### config.mk
export PLATFORM = sky130hd
export DESIGN_NAME = clock_div_ctrl
export DESIGN_NICKNAME = d
export VERILOG_FILES = /design/src/rtl/clock_div_ctrl_pkg.sv /design/src/rtl/clock_div_ctrl_div_counter.sv /design/src/rtl/clock_div_ctrl.sv
export SDC_FILE = /design/constraint.sdc
export NUM_CORES = 1
export LEC_CHECK = 0
export CORE_UTILIZATION = 45
export DETAILED_ROUTE_END_ITERATION = 8
export GPL_ROUTABILITY_DRIVEN = 0
export GPL_TIMING_DRIVEN = 0
export PLACE_DENSITY_LB_ADDON = 0.08
export SLEW_MARGIN = 20
export SYNTH_ARGS = -nofsm -noshare
export SYNTH_HDL_FRONTEND = slang
export SYNTH_SLANG_ARGS = --single-unit
### constraint.sdc
create_clock -name clock_in -period 3.9 [get_ports clock_in]
set_clock_uncertainty 0.2 [all_clocks]
set_input_delay 0.585 -clock clock_in [delete_from_list [all_inputs] [get_ports clock_in]]
set_output_delay 0.585 -clock clock_in [all_outputs]
set_load 0.02 [all_outputs]
### src/rtl/clock_div_ctrl_pkg.sv
// Shared definitions for the programmable clock divider controller.
// State encodings and the smallest divisor the period counter can honour.
package clock_div_ctrl_pkg;

   typedef enum logic [1:0] {
      IDLE = 2'd0,
      RUN  = 2'd1,
      PEND = 2'd2
   } state_t;

   localparam int unsigned MIN_DIV = 2;

endpackage

### src/rtl/clock_div_ctrl_div_counter.sv
// Period counter for the clock divider: wraps at active_div-1 and produces
// the registered divided clock and the end-of-period tick.
module clock_div_ctrl_div_counter #(
   parameter int unsigned WIDTH = 28
) (
   input  logic             clock_in,
   input  logic             reset_n,
   input  logic             run,
   input  logic [WIDTH-1:0] active_div,
   output logic             terminal,
   output logic             clock_out,
   output logic             tick
);

   logic [WIDTH-1:0] counter;
   logic [WIDTH-1:0] last_count;

   assign last_count = active_div - WIDTH'(1);
   assign terminal   = run && (counter == last_count);

   // Odd divisors: the high phase is floor(div/2), so the low phase gets the extra cycle.
   always_ff @(posedge clock_in or negedge reset_n) begin
      if (!reset_n) begin
         counter   <= '0;
         clock_out <= 1'b0;
         tick      <= 1'b0;
      end else if (!run) begin
         counter   <= '0;
         clock_out <= 1'b0;
         tick      <= 1'b0;
      end else begin
         counter   <= terminal ? '0 : counter + WIDTH'(1);
         clock_out <= (counter < (active_div >> 1));
         tick      <= terminal;
      end
   end

endmodule

### src/rtl/clock_div_ctrl.sv
// Runtime controller for a programmable clock divider: divisor handshake and
// run/stop sequencing, with every change and stop aligned to a period boundary.
//
// state | meaning
// IDLE  | divider stopped, counter held at 0, divisor may be loaded directly
// RUN   | divider counting with active_div
// PEND  | counting; a valid divisor change waits for the period boundary
module clock_div_ctrl
   import clock_div_ctrl_pkg::*;
#(
   parameter int unsigned      WIDTH       = 28,
   parameter logic [WIDTH-1:0] DEFAULT_DIV = WIDTH'(2)
) (
   input  logic             clock_in,
   input  logic             reset_n,
   input  logic             enable,
   input  logic             div_req,
   input  logic [WIDTH-1:0] div_value,
   output logic             div_ack,
   output logic             div_err,
   output logic             clock_out,
   output logic             tick,
   output logic             busy,
   output logic [WIDTH-1:0] active_div
);

   state_t           state;
   state_t           state_nxt;
   logic [WIDTH-1:0] active_div_nxt;
   logic             ack_nxt;
   logic             err_nxt;
   logic             busy_nxt;
   logic             req_seen;
   logic             req_valid;
   logic             terminal;

   // The cycle after an ack/err still sees the old request level; ignore it.
   assign req_seen  = div_req && !div_ack && !div_err;
   assign req_valid = (div_value >= WIDTH'(MIN_DIV));

   always_ff @(posedge clock_in or negedge reset_n) begin
      if (!reset_n) begin
         state      <= IDLE;
         active_div <= DEFAULT_DIV;
         div_ack    <= 1'b0;
         div_err    <= 1'b0;
         busy       <= 1'b0;
      end else begin
         state      <= state_nxt;
         active_div <= active_div_nxt;
         div_ack    <= ack_nxt;
         div_err    <= err_nxt;
         busy       <= busy_nxt;
      end
   end

   always_comb begin
      state_nxt      = state;
      active_div_nxt = active_div;
      ack_nxt        = 1'b0;
      busy_nxt       = busy;
      err_nxt        = req_seen && !req_valid;
      unique case (state)
         IDLE: begin
            if (req_seen && req_valid) begin
               active_div_nxt = div_value;
               ack_nxt        = 1'b1;
            end
            if (enable) begin
               state_nxt = RUN;
            end
         end
         RUN: begin
            // A stop at this boundary wins; a request still held is then taken in IDLE.
            if (terminal && !enable) begin
               state_nxt = IDLE;
            end else if (req_seen && req_valid) begin
               state_nxt = PEND;
               busy_nxt  = 1'b1;
            end
         end
         PEND: begin
            if (terminal) begin
               active_div_nxt = div_value;
               ack_nxt        = 1'b1;
               busy_nxt       = 1'b0;
               state_nxt      = enable ? RUN : IDLE;
            end
         end
         default: begin
            state_nxt = IDLE;
            busy_nxt  = 1'b0;
         end
      endcase
   end

   clock_div_ctrl_div_counter #(
      .WIDTH (WIDTH)
   ) u_div_counter (
      .clock_in   (clock_in),
      .reset_n    (reset_n),
      .run        (state != IDLE),
      .active_div (active_div),
      .terminal   (terminal),
      .clock_out  (clock_out),
      .tick       (tick)
   );

endmodule

### Yosys cells after proc, flatten, opt, wreduce, memory -nomap -nowiden

Index checks and enable logic that the tools add are counted.

| operators by class | value |
|---|---|
| add/subtract/negate cells | 2 |
| order comparisons | 2 |
| eq/ne operators | 9 |
| muxes and demuxes | 20 |
| bitwise operators | 1 |
| reductions and logical operators | 16 |

Operators with widths:

| cell | number |
|---|---|
| $mux W28 | 4 |
| $pmux W28 S2 | 1 |
| $add A28 B1 Y28 const B | 1 |
| $eq A28 B28 Y1 | 1 |
| $ge A28 B2 Y1 const B | 1 |
| $lt A28 B27 Y1 | 1 |
| $sub A28 B1 Y28 const B | 1 |
| $ne A2 B2 Y1 const B | 5 |
| $mux W1 | 8 |
| $mux W2 | 4 |
| $logic_and A1 B1 Y1 | 6 |
| $pmux W2 S3 | 1 |
| $reduce_and A3 Y1 | 2 |
| $logic_not A1 Y1 | 4 |
| $reduce_and A4 Y1 | 1 |
| $reduce_bool A2 Y1 | 2 |
| $ne A3 B3 Y1 const B | 1 |
| $pmux W1 S3 | 1 |
| $eq A2 B1 Y1 const B | 1 |
| $eq A2 B2 Y1 const B | 1 |
| $logic_not A2 Y1 | 1 |
| $pmux W1 S2 | 1 |
| $not A1 Y1 | 1 |

| storage, ports and cells | value |
|---|---|
| register bits | 63 |
| output and inout bits | 33 |

### Depth between registers and ports, before layout

Gate-level depths: netlist of run 1.

| logic depth | value |
|---|---|
| word-level depth | 7 |
| gate-level depth with buffers | 13 |

### Hierarchy

From an unflattened synthesis of run 1, not the netlist that was laid out.

| second synthesis, totals | value |
|---|---|
| cell total of the unflattened synthesis | 479 |
| area, all modules | 4591.9 um2 |

Modules (own cells, without submodules):

| module | instances | cells each | area an instance (um2) | sequential area each (um2) |
|---|---|---|---|---|
| clock_div_ctrl_div_counter | 1 | 381 | 3184.3 | 750.7 |
| clock_div_ctrl | 1 | 98 | 1407.6 | 827.0 |

### Worst setup path after synthesis of run 1

Ideal clock, no wire load.

| timing | value |
|---|---|
| path type | register -> register |
| from | register active_div[1] |
| to | register active_div[0] |
| arrival time | 3.531 ns |
| data required time | 3.575 ns |
| path slack | 0.044 ns |
| cell stages (with the launch flop) | 13 |
| buffers on the path | 3 |
| period minus slack after synthesis | 3.856 ns |
| cell sequence | dfstp_2 > inv_1 > ha_1 > xnor2_1 > a2111oi_0 > nand4_1 > or4_1 > or4_1 > clkbuf_1 > o31ai_4 > buf_6 > buf_12 > mux2_4 |

| between the ends | value |
|---|---|
| cells in the longest elaborated chain, start to end | 5 |

Ends and longest elaborated chain:

| item | RTL line | text |
|---|---|---|
| from (decl) | clock_div_ctrl.sv:24 | `output logic [WIDTH-1:0] active_div` |
| from (signal assigned) | clock_div_ctrl.sv:50 | `active_div <= active_div_nxt;` |
| $sub A28 B1 Y28 | clock_div_ctrl_div_counter.sv:18 | `assign last_count = active_div - WIDTH'(1);` |
| $eq A28 B28 Y1 | clock_div_ctrl_div_counter.sv:19 | `assign terminal = run && (counter == last_count);` |
| $logic_and A1 B1 Y1 | clock_div_ctrl_div_counter.sv:19 |  |
| $ne A2 B2 Y1 (no source line) | - |  |
| $reduce_and A3 Y1 (no source line) | - |  |

Every way passes these cells.
A chain may end at the register's enable or synchronous reset.

### Worst setup path in the final report of run 1

| timing | value |
|---|---|
| from | register active_div[1] |
| to | register active_div[24] |

The elaborated chain is that of the path after synthesis.

==> flow_summary_export.csv, run 1 <==
group,metric,value,unit
synthesis,yosys.area_share.simple,22.5,%
synthesis,synth_compound_area_share,9.99,%
routing,via_per_inst,5.53,
clocking,cts_tree,"done",
finish,drive_gt1_share,18.7,%
critical_path,slowest_delay,0.56,ns
synthesis,synth_cells,476,
floorplanning,die_h,102,um
sta,hold_ws,0.372,ns
worst_hold_path,hold_class,"reg -> reg",
sta,fin_crit_sh,101,%
sta,fmax,255,MHz
grt,grt_usage,25.9,%
floorplanning,start_util,46.2,%
synthesis,yosys_warnings,0,
critical_path,crit_fanout,5,
grt,grt_pass1_wl,20100,um
synthesis,synthMuxAreaShare,8.21,%
floorplanning,rows,36,
critical_path,cp_common_cell,"buf_4",
clocking,clk_latency,0.35,ns
synthesis,synthAdderAreaFrac,7.79,%
clocking,path_clk_slew,0.08,ns
finish,fillers,867,
synthesis,yosysTopAreaCell,"dfrtp_1",
clocking,cts_buffer_depth,2,
sta,finalSetupViolCount,3,
grt,grt_pass1_vias,3847,
critical_path,critPathKind,"reg -> reg",
finish,areaGrowthSynthToFinish,32.4,%
run,maxCapViolations,0,
synthesis,ys_seq_area_share,35.1,%
grt,grt_max_degree,33,
pwr,finalPower,4.14,mW
synthesis,synth_xor_area_share,11.7,%
routing,drt_iter0_markers,134,
outcome,status,"finished, violations left",
pwr,power_leakage,2.58,nW
critical_path,path_cells,"inv_2, ha_4, nor4b_4, buf_4, and4_4, buf_4, xnor2_4, o221ai_1, or4_1, or4_4, o31ai_4, buf_6, buf_12, buf_16, mux2_4",
synthesis,synth_top_cell_area_share,34.5,%
clocking,cts_root_buf,"clkbuf_8",
synthesis,yosysUniqueCellTypes,57,
routing,wl_per_cell,17.6,um
critical_path,cp_num_buf_inv,6,
critical_path,worstPathArrival,3.96,ns
clocking,numCtsBuffers,9,
floorplanning,core_area,9730,um^2
floorplanning,io_pins,65,
sta,rsz0062_at_grt,"yes",
sta,tightest_slew,0.779,ns
outcome,violations,"setup timing",
synthesis,ys_ff_latch,63,
clocking,cts_sinks,63,
grt,gr-total-overflow,0,
critical_path,start_kind,"flip-flop",
synthesis,synth_top_family_by_area,"simple AND/OR/NAND/NOR gates",
routing,ant_nets,0,
critical_path,cp_top_family,"simple AND/OR/NAND/NOR gates",
sta,drv_slew,0,
clocking,htreeDepth,3,
synthesis,synth_ff_type,"dfrtp_1",
finish,fin_util,61.2,%
synthesis,ys_async_sr_fraction,100,%
routing,dr.pass1.iters,4,
synthesis,synthTopCellsByArea,"dfrtp_1 (35%), ha_1 (7.8%), xnor2_1 (7.0%), mux2_2 (4.8%), xor2_1 (4.7%)",
synthesis,synth-edff-count,0,
floorplanning,die_x,102,um
sta,hold_viol_final,0,
synthesis,syn-num-nets,536,
critical_path,worst_setup_path_end_kind,"flip-flop",
finish,antenna_cells,0,
pwr,powerDensity,695,nW/um^2
critical_path,required,3.93,ns
sta,min_period,3.93,ns
pwr,ir_drop,0.000288,V
routing,remaining_drc_errors,0,
routing,vias,3956,
synthesis,syn-cell-area,4500,um^2
floorplanning,die_area,10400,um^2
sta,setup_ws,-0.0282,ns
place,dp_hpwl,9440,um
finish,nNetsFinal,637,
routing,wl,12600,um
place,port_buffers,64,
sta,slew_headroom,47.6,%
grt,antenna_found_initial,0,
synthesis,avgSynthCellArea,9.44,um^2
critical_path,slowest_stage,"dfstp_2",
-- routing by layer --
metal  vias up  GRT usage (%)  part of all wire (%)
met4         0           10.0                   1.4
met3        14           4.99                   5.6
met2       104           42.6                    48
met1      1919           33.6                    45
li1       1919              -                     -
met5         -              0                     0
-- cells in the mapped netlist (all sizes together) (4+ instances only) --
cell type	instances
o22ai	4
inv	33
nand3	17
and3	4
or3	5
a21oi	11
or4	6
buf	7
xor2	24
a21o	14
nand4	21
xnor2	36
nor4	17
clkbuf	8
nand2	24
nor2b	4
nor3	16
nor2	50
dfrtp	62
mux2	28
ha	28
o21ai	9
and4	4
nand2b	4
-- state kept, by name, indices dropped and copies added, names as in the netlist --
signal,cells
state,2
div_ack,1
u_div_counter.tick,1
busy,1
u_div_counter.clock_out,1
u_div_counter.counter,28
div_err,1
active_div,28
-- cell type report --
type	count	area, um^2	share of cell area, %
timing repair buffer	92	912	15.3
clock buffer	11	151	2.54
buffer	13	92.6	1.56
tap	133	166	2.80
clock inverter	5	80.1	1.35
inverter	33	124	2.08
sequential	63	1580	26.6
multi-input combinational	365	2840	47.8
-- timing repair --
item	CTS	global route
endpoints found under the hold margin	31	0
endpoints found under the setup margin	57	46
hold buffers	1	0
setup buffers	17	10
pin swaps	7	9
cloned	1	0
gates resized for setup	26	21
-- worst paths after layout --
kind                                                 from                            to  slack [ns]  cells after the start
worst min register to register           busy$_DFFE_PN0P_              busy$_DFFE_PN0P_        0.37                      2
worst min-delay path                     busy$_DFFE_PN0P_              busy$_DFFE_PN0P_        0.37                      2
worst max register to register  active_div[1]$_DFFE_PN1P_    active_div[24]$_DFFE_PN0P_       -0.03                     15
max in group asynchronous                         reset_n     active_div[1]$_DFFE_PN1P_        2.42                      3
worst max-delay path            active_div[1]$_DFFE_PN1P_    active_div[24]$_DFFE_PN0P_       -0.03                     15
min in group asynchronous                         reset_n  u_div_counter.tick$_DFF_PN0_        0.51                      2
-- layout by cell type (no fill, tap or decap), types with 3 or more instances in the layout --
cell type	count
o22ai_1	3
ha_1	27
nor2b_1	4
nor2_1	49
nand2_1	23
nand4_1	21
clkdlybuf4s50_1	63
dfrtp_2	4
and3_1	4
buf_4	26
clkbuf_8	11
a21oi_1	11
a21o_1	14
mux2_4	17
nand3_1	17
xnor2_1	34
or4_1	5
o21ai_0	9
o211ai_1	3
mux2_2	11
or3_1	5
xor2_1	24
dfrtp_1	58
nand2b_1	4
buf_6	3
buf_12	4
nor3_1	13
nor4_1	14
clkbuf_1	6
inv_1	31
-- worst register-to-register path, stage by stage, from the launching register on --
cell	delay, ns
dfstp_2	0.56
inv_2	0.05
ha_4	0.16
nor4b_4	0.13
buf_4	0.17
and4_4	0.18
buf_4	0.15
xnor2_4	0.17
o221ai_1	0.14
or4_1	0.42
or4_4	0.52
o31ai_4	0.29
buf_6	0.18
buf_12	0.11
buf_16	0.11
mux2_4	0.29
-- where the power goes --
group / switching (mW) / leakage (nW) / internal (mW)
clock network: 0.271 / 0.112 / 0.394
logic: 1.11 / 1.68 / 1.15
registers: 0.371 / 0.795 / 0.846
-- kinds of logic after synthesis --
family          count (synthesis)
fa+ha+maj                      28
xor+xnor                       60
mux                            30
buf+inv                        48
compound gates                 62
simple gates                  185
flops                          63
-- per-stage QoR --
step / instance area (um^2) / instances / setup TNS [ns] / setup WS [ns]
final: 5950 / 715 / -0.0702 / -0.0282
after floorplan: 4500 / 476 / 0 / 0.0441
after detailed placement: 5320 / 674 / -17.64 / -0.453
after global placement: 5300 / 673 / -21.69 / -0.434
after CTS: 5820 / 708 / 0 / 0.00141
after global routing: 5950 / 715 / -3.35 / -0.179
Power figures use the tool's default switching activity.
==> inputs of run 2 (changes only) <==
==> constraint.sdc (replaced) <==
create_clock -name clock_in -period 4.8 [get_ports clock_in]
set_clock_uncertainty 0.2 [all_clocks]
set_input_delay 0.72 -clock clock_in [delete_from_list [all_inputs] [get_ports clock_in]]
set_output_delay 0.72 -clock clock_in [all_outputs]
set_load 0.02 [all_outputs]
==> flow_summary_export.csv, run 2 (synthesis gave the netlist of run 1 again) <==
group,metric,value,unit
sta,setup_ws,0.425,ns
place,dp_hpwl,9440,um
sta,hold_ws,0.0903,ns
clocking,holdBufCountCts,0,
clocking,clk_latency,0.36,ns
routing,drt_iter0_markers,178,
sta,tns,0,ns
floorplanning,core_area,9730,um^2
critical_path,crit_fanout,10,
sta,rsz0062_at_grt,"no",
floorplanning,die_area,10400,um^2
finish,final_common_cell,"clkdlybuf4s50_1",
routing,dr.pass1.iters,4,
clocking,cts_buffer_depth,2,
finish,fillers,892,
clocking,htreeDepth,3,
floorplanning,die_h,102,um
routing,vias,3812,
clocking,cts_root_buf,"clkbuf_8",
sta,slew_headroom,47.4,%
place,place_ws,0.447,ns
run,maxCapViolations,0,
floorplanning,start_util,46.2,%
pwr,powerDensity,556,nW/um^2
clocking,path_clk_slew,0.08,ns
critical_path,r2r_cells,12,
sta,fmax,229,MHz
grt,grt_pass1_wl,19400,um
pwr,ir_drop,0.000229,V
outcome,status,"finished, final reports clean",
routing,wl,11900,um
sta,finalSetupViolCount,0,
grt,grt_usage,24.8,%
sta,hold_viol_final,0,
grt,antenna_found_initial,0,
routing,ant_nets,0,
finish,seq_area,1580,um^2
grt,gr-total-overflow,0,
pwr,power_leakage,2.38,nW
place,port_buffers,64,
routing,remaining_drc_errors,0,
critical_path,worstPathArrival,4.40,ns
clocking,cts_setup_buffers,0,
critical_path,required,4.82,ns
finish,final_cell_mix,"clkdlybuf4s50_1 (63), dfrtp_1 (62), nor2_1 (50)",
floorplanning,io_pins,65,
floorplanning,die_x,102,um
finish,drive_gt1_share,11.3,%
grt,grt_max_degree,33,
grt,grt_pass1_vias,3693,
worst_hold_path,hold_class,"in -> async",
critical_path,critPathKind,"reg -> reg",
routing,via_per_inst,5.52,
finish,antenna_cells,0,
routing,wl_per_cell,17.3,um
critical_path,start_kind,"flip-flop",
sta,fin_crit_sh,91.2,%
clocking,cts_sinks,63,
sta,drv_slew,0,
clocking,numCtsBuffers,9,
finish,nNetsFinal,612,
critical_path,r2r_slack,0.42,ns
sta,tightest_slew,0.782,ns
sta,min_period,4.38,ns
floorplanning,rows,36,
critical_path,worst_setup_path_end_kind,"flip-flop",
finish,multi_input_area,2710,um^2
finish,areaGrowthSynthToFinish,23.5,%
clocking,ctsResizeCount,0,
clocking,cts_tree,"done",
finish,top_regs,"active_div (28), u_div_counter.counter (28), state (2)",
-- run 2: changes by cell type in the layout (fill, tap and decap cells not counted), sizes merged --
cell	before	now
dlygate4sd3	1	0
buf	35	9
clkbuf	17	19
-- run 2: area by class of cell --
type | count | area share (%)
Multi-Input combinational cell | 365 | 48.7
Sequential cell | 63 | 28.4
Timing Repair Buffer | 65 | 11.9
Tap cell | 133 | 3.00
Clock buffer | 11 | 2.73
Inverter | 33 | 2.23
Buffer | 15 | 1.60
Clock inverter | 5 | 1.44
-- run 2: power by group --
| part | total [mW] | switching [mW] | internal [mW] |
|---|---|---|---|
| Sequential | 0.975 | 0.290 | 0.684 |
| Clock | 0.544 | 0.225 | 0.320 |
| Combinational | 1.57 | 0.806 | 0.761 |
| Total | 3.09 | 1.32 | 1.77 |
-- run 2: critical path, stage by stage, from the launching register on --
cell	delay (ns)
dfrtp_1	0.47
inv_1	0.09
ha_1	0.20
nor4b_4	0.44
and4_1	0.36
xnor2_1	0.19
o221ai_1	0.16
or4_1	0.41
or4_1	0.50
clkbuf_1	0.20
o22ai_2	0.49
clkbuf_1	0.41
nor2_1	0.10
-- run 2: routing by layer --
metal	global-route usage [%]	part of all wire [%]
met1	32.9	47
met2	40.5	47
met3	4.86	5.2
met4	8.68	1.6
met5	0	0
-- run 2: path summary, 6_finish.rpt --
check | startpoint | end
worst max-delay path | active_div[0]$_DFFE_PN0P_ | u_div_counter.counter[17]$_DFF_PN0_
worst min-delay path | reset_n | u_div_counter.tick$_DFF_PN0_
worst max register to register | active_div[0]$_DFFE_PN0P_ | u_div_counter.counter[17]$_DFF_PN0_
worst min register to register | busy$_DFFE_PN0P_ | busy$_DFFE_PN0P_
max in group asynchronous | reset_n | active_div[1]$_DFFE_PN1P_
min in group clock_in | busy$_DFFE_PN0P_ | busy$_DFFE_PN0P_
-- run 2: stage by stage --
| step | cells | power, mW | utilization, % | area (um^2) |
|---|---|---|---|---|
| 2_1_floorplan | 476 | 1.95 | - | 4500 |
| 3_3_place_gp | 673 | 2.52 | 54.5 | 5300 |
| 3_5_place_dp | 674 | 2.55 | 54.7 | 5320 |
| 4_1_cts | 690 | 3.10 | 57.1 | 5550 |
| 5_1_grt | 690 | 3.30 | 57.1 | 5550 |
| 6_report | 690 | 3.09 | 57.1 | 5550 |
